==> src/rtl/pipeline_pkg.sv <==
// Shared widths and types for the register-file write path.
// Imported by the write arbiter and its MC result FIFO.
package pipeline_pkg;

    localparam int XLEN       = 32;
    localparam int REG_ADDR_W = 5;
    localparam int NUM_REGS   = 1 << REG_ADDR_W;
    localparam int ENTRY_W    = REG_ADDR_W + XLEN;

    typedef enum logic {
        NORMAL = 1'b0,
        DRAIN  = 1'b1
    } arb_state_t;

    typedef struct packed {
        logic [REG_ADDR_W-1:0] write_reg;
        logic [XLEN-1:0]       write_data;
    } wb_req_t;

    typedef struct packed {
        logic [REG_ADDR_W-1:0] write_reg;
        logic [XLEN-1:0]       write_data;
    } mc_req_t;

    function automatic logic is_x0(input logic [REG_ADDR_W-1:0] r);
        return r == '0;
    endfunction

endpackage

==> src/rtl/mc_result_fifo.sv <==
// Small FIFO holding multi-cycle unit results until they win the write port.
// Head entry is visible combinationally; DEPTH must be a power of two.
module mc_result_fifo
    import pipeline_pkg::*;
#(
    parameter  int DEPTH = 2,
    localparam int CNT_W = $clog2(DEPTH) + 1
) (
    input  logic               clk,
    input  logic               rst_n,
    input  logic               push,
    input  logic [ENTRY_W-1:0] wr_data,
    input  logic               pop,
    output logic [ENTRY_W-1:0] head,
    output logic               full,
    output logic               empty,
    output logic [CNT_W-1:0]   count
);

    localparam int PTR_W = (DEPTH > 1) ? $clog2(DEPTH) : 1;

    logic [ENTRY_W-1:0] mem [DEPTH];
    logic [PTR_W-1:0]   wr_ptr;
    logic [PTR_W-1:0]   rd_ptr;
    logic [CNT_W-1:0]   cnt;
    logic               push_ok;
    logic               pop_ok;

    assign full    = (cnt == CNT_W'(DEPTH));
    assign empty   = (cnt == '0);
    assign count   = cnt;
    assign head    = mem[rd_ptr];
    assign push_ok = push & ~full;
    assign pop_ok  = pop & ~empty;

    // Power-of-two depth lets the pointers wrap by plain overflow.
    always_ff @(posedge clk) begin
        if (!rst_n) begin
            wr_ptr <= '0;
            rd_ptr <= '0;
            cnt    <= '0;
        end else begin
            if (push_ok) wr_ptr <= wr_ptr + 1'b1;
            if (pop_ok)  rd_ptr <= rd_ptr + 1'b1;
            case ({push_ok, pop_ok})
                2'b10:   cnt <= cnt + 1'b1;
                2'b01:   cnt <= cnt - 1'b1;
                default: cnt <= cnt;
            endcase
        end
    end

    always_ff @(posedge clk) begin
        if (push_ok) mem[wr_ptr] <= wr_data;
    end

endmodule

==> src/rtl/regfile_write_arbiter.sv <==
// Owns the register-file write port: WB has priority, MC results queue in a FIFO,
// a starvation guard forces one MC slot, and a pending scoreboard stalls decode.
module regfile_write_arbiter
    import pipeline_pkg::*;
#(
    parameter  int DEPTH        = 2,
    parameter  int STARVE_LIMIT = 4,
    localparam int CNT_W        = $clog2(DEPTH) + 1
) (
    input  logic                  clk,
    input  logic                  rst_n,
    input  logic                  wb_reg_write,
    input  logic [REG_ADDR_W-1:0] wb_write_reg,
    input  logic [XLEN-1:0]       wb_write_data,
    output logic                  wb_stall,
    input  logic                  mc_valid,
    input  logic [REG_ADDR_W-1:0] mc_write_reg,
    input  logic [XLEN-1:0]       mc_write_data,
    output logic                  mc_ready,
    input  logic                  issue_valid,
    input  logic [REG_ADDR_W-1:0] issue_reg,
    input  logic [REG_ADDR_W-1:0] dec_rs1,
    input  logic [REG_ADDR_W-1:0] dec_rs2,
    input  logic [REG_ADDR_W-1:0] dec_rd,
    output logic                  dec_stall,
    output logic                  do_reg_write,
    output logic [REG_ADDR_W-1:0] do_write_reg,
    output logic [XLEN-1:0]       write_data,
    output logic                  dbg_state,
    output logic [CNT_W-1:0]      dbg_fifo_count
);

    localparam int STARVE_W = $clog2(STARVE_LIMIT + 1);

    arb_state_t            state;
    arb_state_t            state_next;
    logic [STARVE_W-1:0]   starve_cnt;
    logic [STARVE_W-1:0]   starve_next;
    logic [NUM_REGS-1:0]   pending;
    logic [NUM_REGS-1:0]   pending_next;
    logic                  out_from_mc;

    wb_req_t               wb_in;
    mc_req_t               mc_in;
    mc_req_t               mc_head;
    logic [ENTRY_W-1:0]    fifo_head;
    logic                  fifo_full;
    logic                  fifo_empty;
    logic [CNT_W-1:0]      fifo_count;
    logic                  fifo_push;
    logic                  wb_req;
    logic                  grant_wb;
    logic                  grant_mc;
    logic                  mc_discard;

    assign wb_in   = '{write_reg: wb_write_reg, write_data: wb_write_data};
    assign mc_in   = '{write_reg: mc_write_reg, write_data: mc_write_data};
    assign mc_head = mc_req_t'(fifo_head);
    assign wb_req  = wb_reg_write & ~is_x0(wb_write_reg);

    // MC handshake: a result transfers on a cycle where mc_valid & mc_ready are both
    // high; mc_ready depends only on FIFO fullness, never on mc_valid.
    assign mc_ready  = ~fifo_full;
    assign fifo_push = mc_valid & mc_ready;

    mc_result_fifo #(.DEPTH(DEPTH)) u_fifo (
        .clk     (clk),
        .rst_n   (rst_n),
        .push    (fifo_push),
        .wr_data (mc_in),
        .pop     (grant_mc),
        .head    (fifo_head),
        .full    (fifo_full),
        .empty   (fifo_empty),
        .count   (fifo_count)
    );

    assign mc_discard     = is_x0(mc_head.write_reg);
    assign dbg_state      = (state == DRAIN);
    assign dbg_fifo_count = fifo_count;

    // Starvation is counted only while an MC result is actually waiting.
    always_comb begin
        state_next  = state;
        starve_next = starve_cnt;
        grant_wb    = 1'b0;
        grant_mc    = 1'b0;
        wb_stall    = 1'b0;
        case (state)
            NORMAL: begin
                if (wb_req) begin
                    grant_wb = 1'b1;
                    if (fifo_empty) begin
                        starve_next = '0;
                    end else begin
                        starve_next = starve_cnt + 1'b1;
                        if (starve_next == STARVE_W'(STARVE_LIMIT)) state_next = DRAIN;
                    end
                end else if (!fifo_empty) begin
                    grant_mc    = 1'b1;
                    starve_next = '0;
                end else begin
                    starve_next = '0;
                end
            end
            DRAIN: begin
                grant_mc    = 1'b1;
                wb_stall    = wb_req;
                starve_next = '0;
                state_next  = NORMAL;
            end
            default: begin
                state_next  = NORMAL;
                starve_next = '0;
            end
        endcase
    end

    always_ff @(posedge clk) begin
        if (!rst_n) begin
            state      <= NORMAL;
            starve_cnt <= '0;
        end else begin
            state      <= state_next;
            starve_cnt <= starve_next;
        end
    end

    // A popped x0 result consumes its FIFO slot but never reaches the port.
    always_ff @(posedge clk) begin
        if (!rst_n) begin
            do_reg_write <= 1'b0;
            do_write_reg <= '0;
            write_data   <= '0;
            out_from_mc  <= 1'b0;
        end else if (grant_wb) begin
            do_reg_write <= 1'b1;
            do_write_reg <= wb_in.write_reg;
            write_data   <= wb_in.write_data;
            out_from_mc  <= 1'b0;
        end else if (grant_mc && !mc_discard) begin
            do_reg_write <= 1'b1;
            do_write_reg <= mc_head.write_reg;
            write_data   <= mc_head.write_data;
            out_from_mc  <= 1'b1;
        end else begin
            do_reg_write <= 1'b0;
            out_from_mc  <= 1'b0;
        end
    end

    // Pending clears on the edge the register file commits the MC write; a new issue wins.
    always_comb begin
        pending_next = pending;
        if (do_reg_write && out_from_mc) pending_next[do_write_reg] = 1'b0;
        if (issue_valid) pending_next[issue_reg] = 1'b1;
        pending_next[0] = 1'b0;
    end

    always_ff @(posedge clk) begin
        if (!rst_n) pending <= '0;
        else        pending <= pending_next;
    end

    assign dec_stall = pending[dec_rs1] | pending[dec_rs2] | pending[dec_rd];

endmodule

==> config.mk <==
export PLATFORM = sky130hd
export DESIGN_NAME = regfile_write_arbiter
export DESIGN_NICKNAME = d
export VERILOG_FILES = /design/src/rtl/pipeline_pkg.sv /design/src/rtl/mc_result_fifo.sv /design/src/rtl/regfile_write_arbiter.sv
export SDC_FILE = /design/constraint.sdc
export NUM_CORES = 1
export LEC_CHECK = 0
export ABC_CLOCK_PERIOD_IN_PS = 3550
export BUFFER_PORTS_ARGS = -buffer_cell sky130_fd_sc_hd__clkbuf_2
export CORE_MARGIN = 4
export CORE_UTILIZATION = 55
export DETAILED_ROUTE_END_ITERATION = 7
export GPL_TIMING_DRIVEN = 0
export PLACE_DENSITY = 0.82
export SLEW_MARGIN = 15
export SYNTH_ARGS = -nofsm -noshare
export SYNTH_HDL_FRONTEND = slang
export SYNTH_HIERARCHICAL = 1
export SYNTH_SLANG_ARGS = --single-unit
==> constraint.sdc <==
create_clock -name clk -period 3.55 [get_ports clk]
set_input_delay 1.065 -clock clk [delete_from_list [all_inputs] [get_ports clk]]
set_output_delay 1.065 -clock clk [all_outputs]
set_load 0.005 [all_outputs]
==> metrics.md <==
| Metric | Value |
|---|---|
| Most frequent cells after synthesis | `nand2_1 (89), dfxtp_1 (79), edfxtp_1 (74), mux2_2 (37), nand4_1 (35)` |
| CTS tree | `yes` |
| Vias in the first global route | `5921` |
| Syn_nets | `712` |
| Number of buffers created by CTS | `17` |
| Biggest regs | `u_fifo/mem: 74 flops, write_data: 32 flops, pending: 31 flops` |
| P per Cell Area | `563.0 nW/um^2` |
| R2R cell count | `9` |
| Die area | `15210 um^2` |
| Leak Pwr | `3.465 nW` |
| Synth Cell Area | `7316 um^2` |
| Share of post-route cells with drive strength above 1 | `41.72%` |
| Synth area leaders | `edfxtp_1 (30%), dfxtp_1 (22%), mux4_2 (6.5%), mux2_2 (5.7%), o211ai_2 (5.1%)` |
| Worst Path Max Fanout | `7` |
| Max Cap Viol | `0` |
| GR Util met1 | `30.75%` |
| Max reg flops | `74` |
| Die W | `123.3 um` |
| FMAX | `just under 0.3 GHz` |
| Total power | `4.971 mW` |
| Layout Skew | `0.009936 ns` |
| First-pass GRT wire length | `29.66 mm` |
| FF+latch count, synth | `roughly 150` |
| Height of the die | `123.3 um` |
| Core area | `12820 um^2` |
| Met3 GRT Util | `7.045%` |
| RSZ-0062 raised after global routing | `no` |
| Total Routing Usage GR | `25.56%` |
| Clk_lat worst skew | `0.42 ns` |
| Period utilization | `97.08%` |
| Asr flop ratio synth | `0%` |
| Fill count | `914` |
| Crit path launch | `dec_rs2[0]` |
| Min Tclk post-route | `3.446 ns` |
| GP Congestion | `0.8869` |
| Postcts setup bufs | `0` |
| Grt ovf | `0` |
| Hold-fix buffers, CTS | `0` |
| Count leader, synth | `nand2_1` |
| Setup crit end kind | `output port` |
| Post-Layout Cell Count | `951` |
| Clock sink total | `about 150` |
| Status | `completed` |
| Site Rows | `41` |
| Antenna viol nets, final | `0` |
| Placed insts | `919` |
| Synth Warn # | `6` |
| Slew headroom | `29.50%` |
| Worst hold start | `write_data[13]$_SDFFE_PN0P_` |
| Post-synthesis sequential area ratio | `51.99%` |
| HPWL Detailed | `13.57 mm` |
| Largest net degree at the start of global routing | `36` |
| Hold path depth | `2` |
| Worst setup SP type | `input port` |
| Hold Path Class | `register to register` |
| WL final | `18.82 mm` |
| Clock Path Buffers | `2` |
| Post-synthesis cell count | `610` |
| Final Max Slew Viols | `0` |
| Synth top area share | `30.37%` |
| Largest Register | `u_fifo/mem` |
| Drt drc | `0` |
| Worst slew pin tran | `~1.1 ns` |
| GR Util met2 | `a little over two fifths` |
| Synth Area per Inst | `11.99 um^2` |
| Yosys top cell by area | `edfxtp_1` |
| Avg WL per Cell | `19.79 um` |
| Final hold vios | `0` |
| Number of synthesized flops with an enable pin | `74` |
| Initial core utilization | `a little under three fifths` |
| Detailed-route via count | `5678` |
| Ports | `143` |
| Unique masters post-synth | `47` |
| Critical path data required time | `2.48 ns` |
| Drt pass-1 iters | `7` |
| Clk Tree Root Cell | `clkbuf_16` |
| Worst-path clk slew | `0.06 ns` |
| WP data arrival | `2.38 ns` |
| Most Crowded Layer GR | `met2` |
| Quantity of I/O buffers inserted on ports | `around 140` |
| CP Class | `input port to output port` |
| Max rail drop VDD | `0.0003571 V` |
| Synthesis-to-finish area growth | `20.69%` |
| DR iter-0 viols | `roughly 370` |
| Initial antenna violation count | `0` |
| Ys flop type | `dfxtp_1` |
| Nets | `868` |
| DR vias/cell | `5.971` |
| Setup violators final | `0` |
| N_diodes | `0` |
| H-tree depth | `4` |
==> path summary, 6_finish.rpt <==
path / to / slack, ns
setup / recovery: dec_stall / 0.10
setup reg to reg: write_data[19]$_SDFFE_PN0P_ / 0.99
hold / removal: write_data[13]$_SDFFE_PN0P_ / 0.48
hold reg to reg: write_data[13]$_SDFFE_PN0P_ / 0.48
==> routing by layer <==
layer / up-vias / share of wire, %
met5: - / 0
met4: 0 / 2.9
met3: 53 / 8.3
met2: 284 / 50
met1: 2754 / 39
li1: 2587 / -
==> critical path, cell delays in order <==
cell and delay [ns]:
buf_6 0.14, mux4_2 0.53, mux2i_1 0.16, mux2i_1 0.11, mux2i_1 0.14, nand4_1 0.11, clkbuf_2 0.14
==> stage by stage <==
stage | TNS, ns | hold slack [ns] | cell area [um^2] | util (%) | setup WS, ns
after floorplan | 0 | 0.4339 | 7316 | - | 0.1796
after global placement | -0.04436 | 0.4447 | 8207 | 63.99 | -0.04436
after detailed placement | -0.08371 | 0.4699 | 8248 | 64.31 | -0.08371
after CTS | 0 | 0.4840 | 8817 | 68.75 | 0.01395
after global routing | 0 | 0.4882 | 8830 | 68.85 | 0.01918
final | 0 | 0.4816 | 8830 | 68.85 | 0.1038
==> what timing repair did <==
item                                    4_1_cts  5_1_grt
resized for setup                             4        5
pin swaps                                     0        2
endpoints found under the setup margin        1        1
gates cloned                                  0        0
==> cell type report <==
class | instances | area (um^2) | share of cell area [%]
clock inverters | 9 | 61.31 | 0.6943
flip-flops and latches | 153 | 3804 | 43.08
inverters | 7 | 26.28 | 0.2976
clock buffers | 23 | 499.2 | 5.654
plain buffers | 42 | 336.6 | 3.812
repair buffers | 137 | 715.7 | 8.105
multi-input cells | 408 | 3172 | 35.92
well taps | 172 | 215.2 | 2.437
==> cells in the final DEF, fill, tap and decap left out, types with 3 or more instances in the layout <==
| cell type | Yosys | routed |
|---|---|---|
| clkbuf_2 | 0 | 136 |
| nand2_1 | 89 | 89 |
| dfxtp_1 | 79 | 79 |
| edfxtp_1 | 74 | 74 |
| mux2_2 | 37 | 37 |
| nand4_1 | 35 | 35 |
| o21ai_0 | 33 | 33 |
| a21boi_0 | 31 | 31 |
| nand2_2 | 30 | 30 |
| o211ai_2 | 30 | 30 |
| mux4_2 | 21 | 21 |
| clkbuf_16 | 0 | 18 |
| mux2i_1 | 17 | 17 |
| clkbuf_1 | 12 | 13 |
| buf_6 | 9 | 12 |
| buf_2 | 14 | 12 |
| nor2_1 | 9 | 9 |
| nor3_1 | 7 | 7 |
| o211ai_1 | 7 | 7 |
| nor3b_1 | 6 | 6 |
| nand3b_1 | 6 | 6 |
| buf_12 | 4 | 6 |
| nand3_1 | 6 | 6 |
| and3_1 | 6 | 5 |
| inv_1 | 6 | 5 |
| or3_1 | 4 | 4 |
| and2_1 | 4 | 4 |
| xnor2_1 | 4 | 4 |
| nor2b_1 | 3 | 3 |
| and3b_1 | 3 | 3 |
| ha_1 | 3 | 3 |
| clkbuf_8 | 0 | 3 |
| clkinv_2 | 0 | 3 |
==> logic make-up after synthesis <==
family / share of synthesized area [%]
flip-flops: 51.99
adder cells (fa/ha/maj): 0.5131
XOR/XNOR: 0.4788
buffers and inverters: 4.669
multiplexers: 14.49
AO/OA/AOI/OAI: 12.55
AND/OR/NAND/NOR: 15.31
==> power breakdown <==
group          switching [mW]  internal [mW]
registers               0.108           2.12
logic                   0.601          0.444
clock network           0.707          0.994
(Power assumes the default switching activity.)
